## src/rtl/tmod_sampler_pkg.sv

```systemverilog
// Shared types for the temperature-module sampler: command opcodes, status codes
// and the command FSM encoding.
package tmod_sampler_pkg;

    typedef enum logic [1:0] {
        RESET   = 2'b00,
        SET_FRQ = 2'b01,
        NOOP    = 2'b10,
        RSVD    = 2'b11
    } tmod_state_e;

    typedef enum logic [1:0] {
        STAT_IDLE     = 2'b00,
        STAT_BUSY     = 2'b01,
        STAT_OVERFLOW = 2'b10
    } tmod_status_e;

    typedef enum logic [1:0] {
        S_IDLE = 2'b00,
        S_EXEC = 2'b01,
        S_DONE = 2'b10
    } samp_fsm_e;

    // Opcodes that restart the sampling interval when they execute.
    function automatic logic clearsTimer(input tmod_state_e op);
        return (op == RESET) || (op == SET_FRQ);
    endfunction

endpackage

```

## src/rtl/tmod_sampler_rate_timer.sv

```systemverilog
// Sample-rate timer: a PRESCALE-cycle prescaler feeding an interval counter that
// fires sample_tick once every freq_div prescaler ticks.
module tmod_rate_timer
    import tmod_sampler_pkg::*;
#(
    parameter int PRESCALE = 1000,
    parameter int FW       = 8
) (
    input  logic          clk,
    input  logic          reset_n,
    input  logic          clear,
    input  logic [FW-1:0] freq_div,
    output logic          sample_tick
);

    localparam int PW = $clog2(PRESCALE);
    localparam logic [PW-1:0] PRE_LAST = PW'(PRESCALE - 1);

    logic [PW-1:0] r_pre;
    logic [FW-1:0] r_int;
    logic          w_enabled;
    logic          w_preTick;
    logic          w_intLast;

    assign w_enabled   = (freq_div != '0);
    assign w_preTick   = w_enabled && (r_pre == PRE_LAST);
    assign w_intLast   = (r_int == (freq_div - 1'b1));
    assign sample_tick = w_preTick && w_intLast;

    // A zero divider parks both counters so no events are produced.
    always_ff @(posedge clk or negedge reset_n) begin
        if (!reset_n) begin
            r_pre <= '0;
            r_int <= '0;
        end else if (clear || !w_enabled) begin
            r_pre <= '0;
            r_int <= '0;
        end else begin
            r_pre <= w_preTick ? '0 : r_pre + 1'b1;
            if (w_preTick) begin
                r_int <= w_intLast ? '0 : r_int + 1'b1;
            end
        end
    end

endmodule

```

## src/rtl/tmod_sampler.sv

```systemverilog
// Temperature-module sampler: executes master commands through a 3-cycle FSM and
// streams periodic sensor samples out on a valid/ready interface.
module tmod_sampler
    import tmod_sampler_pkg::*;
#(
    parameter int DW       = 8,
    parameter int PRESCALE = 1000,
    parameter int FW       = 8
) (
    input  logic          clk,
    input  logic          reset_n,
    input  logic          cmd_valid,
    output logic          cmd_ready,
    input  logic [1:0]    cmd_op,
    input  logic [FW-1:0] cmd_data,
    output logic          cmd_done,
    input  logic [DW-1:0] sensor_temp,
    output logic          samp_valid,
    output logic [DW-1:0] samp_data,
    input  logic          samp_ready,
    output logic          overflow,
    output logic [FW-1:0] freq_div
);

    samp_fsm_e     r_state;
    samp_fsm_e     w_nextState;
    tmod_state_e   r_op;
    logic [FW-1:0] r_data;
    logic [FW-1:0] r_freqDiv;
    logic [DW-1:0] r_sampData;
    logic          r_sampValid;
    logic          r_overflow;

    logic          w_cmdReady;
    logic          w_cmdDone;
    logic          w_exec;
    logic          w_timerClear;
    logic          w_sampleTick;
    logic          w_event;

    always_ff @(posedge clk or negedge reset_n) begin
        if (!reset_n) begin
            r_state <= S_IDLE;
        end else begin
            r_state <= w_nextState;
        end
    end

    always_comb begin
        w_nextState = r_state;
        w_cmdReady  = 1'b0;
        w_cmdDone   = 1'b0;
        w_exec      = 1'b0;
        case (r_state)
            S_IDLE: begin
                w_cmdReady = 1'b1;
                if (cmd_valid) begin
                    w_nextState = S_EXEC;
                end
            end
            S_EXEC: begin
                w_exec      = 1'b1;
                w_nextState = S_DONE;
            end
            S_DONE: begin
                w_cmdDone   = 1'b1;
                w_nextState = S_IDLE;
            end
            default: w_nextState = S_IDLE;
        endcase
    end

    always_ff @(posedge clk or negedge reset_n) begin
        if (!reset_n) begin
            r_op   <= NOOP;
            r_data <= '0;
        end else if (cmd_valid && w_cmdReady) begin
            r_op   <= tmod_state_e'(cmd_op);
            r_data <= cmd_data;
        end
    end

    // A command that restarts the timer also swallows any event landing on the same edge.
    assign w_timerClear = w_exec && clearsTimer(r_op);
    assign w_event      = w_sampleTick && !w_timerClear;

    tmod_rate_timer #(
        .PRESCALE (PRESCALE),
        .FW       (FW)
    ) u_timer (
        .clk         (clk),
        .reset_n     (reset_n),
        .clear       (w_timerClear),
        .freq_div    (r_freqDiv),
        .sample_tick (w_sampleTick)
    );

    always_ff @(posedge clk or negedge reset_n) begin
        if (!reset_n) begin
            r_freqDiv   <= '0;
            r_sampValid <= 1'b0;
            r_sampData  <= '0;
            r_overflow  <= 1'b0;
        end else if (w_exec && (r_op == RESET)) begin
            r_freqDiv   <= '0;
            r_sampValid <= 1'b0;
            r_overflow  <= 1'b0;
        end else begin
            if (w_exec && (r_op == SET_FRQ)) begin
                r_freqDiv <= r_data;
            end
            if (w_event) begin
                if (!r_sampValid || samp_ready) begin
                    r_sampData  <= sensor_temp;
                    r_sampValid <= 1'b1;
                end else begin
                    r_overflow  <= 1'b1;
                end
            end else if (r_sampValid && samp_ready) begin
                r_sampValid <= 1'b0;
            end
        end
    end

    assign cmd_ready  = w_cmdReady;
    assign cmd_done   = w_cmdDone;
    assign samp_valid = r_sampValid;
    assign samp_data  = r_sampData;
    assign overflow   = r_overflow;
    assign freq_div   = r_freqDiv;

endmodule

```

## config.mk

```make
export PLATFORM = sky130hd
export DESIGN_NAME = tmod_sampler
export DESIGN_NICKNAME = d
export VERILOG_FILES = /design/src/rtl/tmod_sampler_pkg.sv /design/src/rtl/tmod_sampler_rate_timer.sv /design/src/rtl/tmod_sampler.sv
export SDC_FILE = /design/constraint.sdc
export NUM_CORES = 1
export LEC_CHECK = 0
export CAP_MARGIN = 20
export CORE_MARGIN = 1
export CORE_UTILIZATION = 40
export DETAILED_ROUTE_END_ITERATION = 7
export PLACE_DENSITY = 0.66
export REMOVE_ABC_BUFFERS = 1
export SETUP_SLACK_MARGIN = 0.15
export SYNTH_ARGS = -nofsm -noshare
export SYNTH_HDL_FRONTEND = slang
export SYNTH_SLANG_ARGS = --single-unit
```

## constraint.sdc

```tcl
create_clock -name clk -period 2.36 [get_ports clk]
set_input_delay 0.472 -clock clk [delete_from_list [all_inputs] [get_ports clk]]
set_output_delay 0.472 -clock clk [all_outputs]
set_load 0.02 [all_outputs]
```

==> metrics.cfg, run 1 <==
[status]
status=completed

[sta]
skew_ns=0.00549
post-route-period-util=0.978
max_freq_mhz=433
worstMarginPinSlew_ns=0.843
timing.final.ws_setup_ns=0.0517
setup-tns-final_ns=0
fin_crit_ns=2.31
setup_violations=0
rsz0062_at_grt=yes
holdWs_ns=0.268
slew_violations=0
slew_headroom=0.438
hold_viol=0

[synth]
yosysWarnings=0
syn_area_um2=2370
syn_inst=214
synth_area_leaders=dfrtp_1 (50%), xor2_1 (5.9%), mux2_4 (5.1%), mux2_2 (4.7%), o21ai_0 (3.4%)
ys_ff_latch=48
seq_area_frac_synth=0.507
netlist-cell-type-count=45
avgSynthCellArea_um2=11.1
synth_top_area_cell=dfrtp_1
yosysTopAreaCellShare=0.496

[setup_path]
worstSetupPathType=reg2reg
path_delay_family=simple AND/OR/NAND/NOR gates
slowest_delay_ns=0.49
arrival_ns=2.50
path_buf_inv=2
start_kind=register
path_cells=inv_2 -> ha_4 -> nor2b_1 -> or3_1 -> a31o_1 -> or4b_4 -> buf_8 -> mux2_4
cp_data_required_time_ns=2.55
worst_setup_path_end_kind=register
cp_max_fo=8
slowest_stage=or4b_4

[floorplanning]
core_area_um2=5610
die_w_um=79.0
dieArea_um2=6250
num_rows=27
ios=42
fp.dieH_um=79.0
start_util=0.423

[finish]
n_antenna_cell=0
area_delta_synth_final_pct=31.8
multiInputGateArea_um2=1160
finalNetCount=301
layout-drive-gt1-share=0.225
fillers=515
seqCellArea_um2=1200
final_util=0.558

[placement]
numPortBuffers=41
pre_cts_ws_ns=-0.108
place.gp.congestion=0.807
dpl.hpwl_um=3490

[pwr]
power_frac_seq=0.364
peakVddDrop_uv=410
switching_share=0.377
p_int_mw=1.94
finalPower_mw=3.12
clockPowerShare=0.156
leakage_nw=1.40
p_per_area_nw_per_um2=996
combPwrFrac=0.480
power_switching_mw=1.18

[detailed_routing]
drt_iter0_drc=70
viasPerCell=5.19
drc=0
vias=1806
ant_nets=0
firstDrtPassIters=4
drt-wirelength-per-cell_um=13.9
totalWireLength_um=4830

[clock_tree]
cts_inserted_buffers=5
cts_htree_levels=2
worstSkewPairLatency_ns=0.31
clock_sinks=48
clockBufferDepth=2
clk_pin_slew_worst_paths_ns=0.09
cts-root-buf=clkbuf_8
cts_hold_buf=0
cts_tree=yes

[grt]
grt_pass1_vias=1712
grtUsageTotal=0.173
antenna_found_initial=0
grt_max_degree=39
grt_pass1_wl_um=8320
grt_overflow=0

[min_path]
holdCritPathClass=in2async

[job]
maxCapViolations=0

[cell usage after synthesis, drive strengths merged]
library cell	count
dfrtp	47
nand2	21
mux2	18
o21ai	16
xor2	16
nor2	13
nor2b	7
clkbuf	6
a211oi	5
nand3	5
nor3	5
and3	4
ha	4
a21oi	3
inv	3
nand4	3
o2111ai	3
o211ai	3
or3	3
xnor2	3
a21bo	2
a31o	2
and2	2
and3b	2
buf	2
a211o	1
a31oi	1
and4	1
dfstp	1
nand4b	1
nand4bb	1
nor3b	1
nor4	1
nor4bb	1
o211a	1
o21a	1
o311ai	1
o31ai	1
or2	1
or3b	1
or4b	1
[power groups by stage]
stage / combinational (mW) / sequential (mW) / clock [mW]
6_report: 1.50 / 1.14 / 0.485
3_5_place_dp: 1.38 / 1.13 / 0
2_1_floorplan: 0.652 / 1.23 / 0
3_3_place_gp: 1.36 / 1.13 / 0
4_1_cts: 1.44 / 1.14 / 0.505
5_1_grt: 1.65 / 1.16 / 0.540
[final timing paths]
kind / cells past startpoint / from / slack (ns) / endpoint
worst max-delay path: 8 / freq_div[0] / 0.05 / samp_data[1]
worst min-delay path: 1 / reset_n / 0.27 / samp_valid
worst max register to register: 8 / freq_div[0] / 0.05 / samp_data[1]
worst min register to register: 1 / r_state[1] / 0.47 / r_state[1]
max in group asynchronous: 2 / reset_n / 1.45 / freq_div[7]
min in group clk: 1 / r_state[1] / 0.47 / r_state[1]
[through the flow]
step,std cells,cell area (um^2)
detailed placement,339,2980
finish,348,3130
global placement,339,2980
floorplan,206,2330
CTS,347,3110
global route,348,3130
[placed cells by master, fill, tap and decap left out, types with 2 or more instances in the layout]
cell	synthesis	final
buf_4	0	19
inv_2	0	2
a21oi_1	3	3
nor2_1	13	13
clkdlybuf4s50_1	0	40
ha_1	4	2
a211oi_1	5	5
nor3_1	5	4
clkbuf_8	0	5
or3_1	3	3
and2_1	2	2
o2111ai_1	2	2
mux2_4	8	8
mux2_2	10	10
nor2b_1	7	7
nand4_1	3	3
and3_1	4	4
a21bo_2	2	2
xor2_1	16	16
o211ai_1	3	3
nand3_1	5	5
nand2_1	21	21
and3b_1	2	2
o21ai_0	16	16
xnor2_1	3	3
dfrtp_1	47	46
[cells by family after synthesis]
| logic type | count (synthesis) | synth area share |
|---|---|---|
| flops | 48 | 0.507 |
| fa+ha+maj | 4 | 0.0211 |
| compound gates | 40 | 0.115 |
| buf+inv | 11 | 0.0211 |
| mux | 18 | 0.0981 |
| simple gates | 74 | 0.168 |
| xor+xnor | 19 | 0.0701 |
[worst register-to-register path: stages (launching register included)]
cell     delay, ns
dfrtp_1       0.37
inv_2         0.06
ha_4          0.16
nor2b_1       0.12
or3_1         0.33
a31o_1        0.20
or4b_4        0.49
buf_8         0.16
mux2_4        0.30
[metal layers]
layer | vias to the layer above | global-route usage | part of all wire
li1 | 883 | - | -
met3 | 5 | 0.0483 | 0.047
met1 | 878 | 0.242 | 0.48
met5 | - | 0 | 0
met2 | 40 | 0.255 | 0.45
met4 | 0 | 0.0600 | 0.014
[registers in the layout, indices dropped and copies added (netlist names)]
name and cells:
u_timer.r_pre 10, freq_div 8, r_data 8, samp_data 8, u_timer.r_int 8, r_op 2
r_state 2, overflow 1, samp_valid 1
[area by class of cell]
cell class	instances	share of cell area
Clock buffer	6	0.0232
Clock inverter	2	0.00400
Inverter	3	0.00360
Multi-Input combinational cell	155	0.372
Sequential cell	48	0.385
Tap cell	72	0.0288
Timing Repair Buffer	62	0.184
[timing repair]
action / CTS / global route
hold endpoints to repair: 0 / 0
pin swaps: 5 / 1
gates resized for setup: 11 / 3
endpoints found under the setup margin: 8 / 10
setup buffers: 0 / 1
No activity file was read; power rests on OpenSTA's default activity.
==> inputs of run 2 (changes only) <==
--- a/config.mk
+++ b/config.mk
@@ -9,9 +9,11 @@
 export CORE_MARGIN = 1
 export CORE_UTILIZATION = 40
 export DETAILED_ROUTE_END_ITERATION = 7
+export GPL_TIMING_DRIVEN = 0
 export PLACE_DENSITY = 0.66
 export REMOVE_ABC_BUFFERS = 1
 export SETUP_SLACK_MARGIN = 0.15
+export SKIP_CTS_REPAIR_TIMING = 1
 export SYNTH_ARGS = -nofsm -noshare
 export SYNTH_HDL_FRONTEND = slang
 export SYNTH_SLANG_ARGS = --single-unit
==> metrics.cfg, run 2 (same netlist as run 1, synthesis figures left out) <==
[status]
status=complete, but fails checks
failed_checks=negative setup slack

[setup_path]
reg2regPathDepth=7  ; -1
cp_data_required_time_ns=2.55  ; about the same
path_buf_inv=1  ; -1
start_kind=register
worst_setup_path_end_kind=register
cp_max_fo=8  ; unchanged
path_cells=inv_2 -> ha_4 -> nor2b_2 -> or3_1 -> a31o_4 -> or4b_4 -> mux2_4
slowest_stage=or4b_4
path_delay_family=simple AND/OR/NAND/NOR gates
arrival_ns=2.59  ; +0.09 ns
slowest_delay_ns=0.60  ; +0.11 ns
cp.depth=7  ; -1
worstSetupPathType=reg2reg

[sta]
max_freq_mhz=417  ; -3.8%
fin_crit_ns=2.40  ; +0.0900 ns
rsz0062_at_grt=yes
skew_ns=0.00673  ; +0.00124 ns
worstMarginPinSlew_ns=0.536  ; -0.307 ns
setup_violations=8  ; +8
slew_violations=0  ; unchanged
hold_viol=0  ; unchanged
setup-tns-final_ns=-0.230  ; -0.230 ns
post-route-period-util=1.02  ; +0.0381
slew_headroom=0.642  ; +0.205
timing.final.ws_setup_ns=-0.0383  ; -0.0900 ns

[detailed_routing]
ant_nets=0  ; unchanged
viasPerCell=5.19  ; about the same
vias=1805  ; -0.055%
firstDrtPassIters=4  ; unchanged
drc=0  ; unchanged
drt-wirelength-per-cell_um=14.4  ; +3.5%
totalWireLength_um=5000  ; +3.5%
drt_iter0_drc=107  ; +53%

[pwr]
peakVddDrop_uv=487  ; +19%
leakage_nw=1.41  ; +1.1%
p_per_area_nw_per_um2=1060  ; +6.4%

[clock_tree]
cts-root-buf=clkbuf_8
clk_pin_slew_worst_paths_ns=0.09  ; about the same
cts_tree=yes
cts_htree_levels=2  ; unchanged
worstSkewPairLatency_ns=0.30  ; about the same
clockBufferDepth=2  ; unchanged
cts_inserted_buffers=5  ; unchanged
clock_sinks=48  ; unchanged

[placement]
placed_area_um2=2850  ; -4.4%
numPortBuffers=41  ; unchanged
dpl.hpwl_um=3390  ; -2.8%
place.gp.congestion=0.786  ; -2.7%

[finish]
finalNetCount=301  ; unchanged
top_register=u_timer.r_pre
area_delta_synth_final_pct=35.3
fin_area_um2=3210  ; +2.6%
final_common_cell=dfrtp_1
n_antenna_cell=0  ; unchanged
layout-drive-gt1-share=0.264  ; +0.0399
mostFrequentLayoutCells=dfrtp_1 (42), clkdlybuf4s50_1 (40), nand2_1 (21), buf_4 (19)
largest_reg_flops=10  ; unchanged
fillers=482  ; -6.4%

[floorplanning]
die_w_um=79.0  ; unchanged
start_util=0.423  ; unchanged
ios=42  ; unchanged
dieArea_um2=6250  ; unchanged
core_area_um2=5610  ; unchanged
num_rows=27  ; unchanged
fp.dieH_um=79.0  ; unchanged

[min_path]
holdCritPathClass=in2async

[grt]
antenna_found_initial=0  ; unchanged
grt_overflow=0  ; unchanged
grt_pass1_vias=1544  ; -9.8%
grt_pass1_wl_um=7590  ; -8.8%
grtUsageTotal=0.158  ; -0.0147
grt_max_degree=27  ; -31%

[job]
maxCapViolations=0  ; unchanged

[run 2: area by class of cell]
type	count	area [um^2]	area share
multi-input cells	155	1210	0.377
flip-flops and latches	48	1210	0.376
repair buffers	62	576	0.179
well taps	72	90.1	0.0280
clock buffers	5	68.8	0.0214
clock inverters	3	47.5	0.0148
inverters	3	11.3	0.00351
[run 2: worst paths after layout]
check / from / slack [ns] / endpoint
worst max-delay path: freq_div[1] / -0.04 / samp_data[7]
worst min-delay path: reset_n / 0.14 / samp_data[3]
worst max register to register: freq_div[1] / -0.04 / samp_data[7]
worst min register to register: r_state[1] / 0.47 / r_state[1]
max in group asynchronous: reset_n / 1.63 / r_op[1]
min in group clk: r_state[1] / 0.47 / r_state[1]
[run 2: power breakdown]
| part | switching (mW) | internal (mW) | leakage (nW) |
|---|---|---|---|
| sequential | 0.232 | 0.981 | 0.626 |
| clock | 0.284 | 0.319 | 0.0583 |
| combinational | 0.745 | 0.842 | 0.728 |
| total | 1.26 | 2.14 | 1.41 |
[run 2: metrics by stage]
stage                     setup WS [ns]   util  power (mW)  hold WS, ns  std cells
after floorplan                  -0.428      -        1.88        0.176        206
after global placement           -0.594  0.506        2.26        0.453        319
after detailed placement         -0.621  0.508        2.30        0.458        320
after CTS                        -0.628  0.529        2.92        0.159        328
after global routing             -0.100  0.573        3.60        0.170        348
final                           -0.0383  0.573        3.40        0.142        348
[run 2: layer usage]
layer / vias up / part of all wire / global-route usage
li1: 887 / - / -
met1: 875 / 0.46 / 0.215
met2: 39 / 0.49 / 0.253
met3: 4 / 0.036 / 0.0322
met4: 0 / 0.011 / 0.0491
met5: - / 0 / 0
==> inputs of run 3 (changes only) <==
--- a/config.mk
+++ b/config.mk
@@ -14,6 +14,7 @@
 export REMOVE_ABC_BUFFERS = 1
 export SETUP_SLACK_MARGIN = 0.15
 export SKIP_CTS_REPAIR_TIMING = 1
+export SKIP_LAST_GASP = 1
 export SYNTH_ARGS = -nofsm -noshare
 export SYNTH_HDL_FRONTEND = slang
 export SYNTH_SLANG_ARGS = --single-unit
==> results of run 3 <==
Final layout, timing and power as in run 2 (identical DEF).
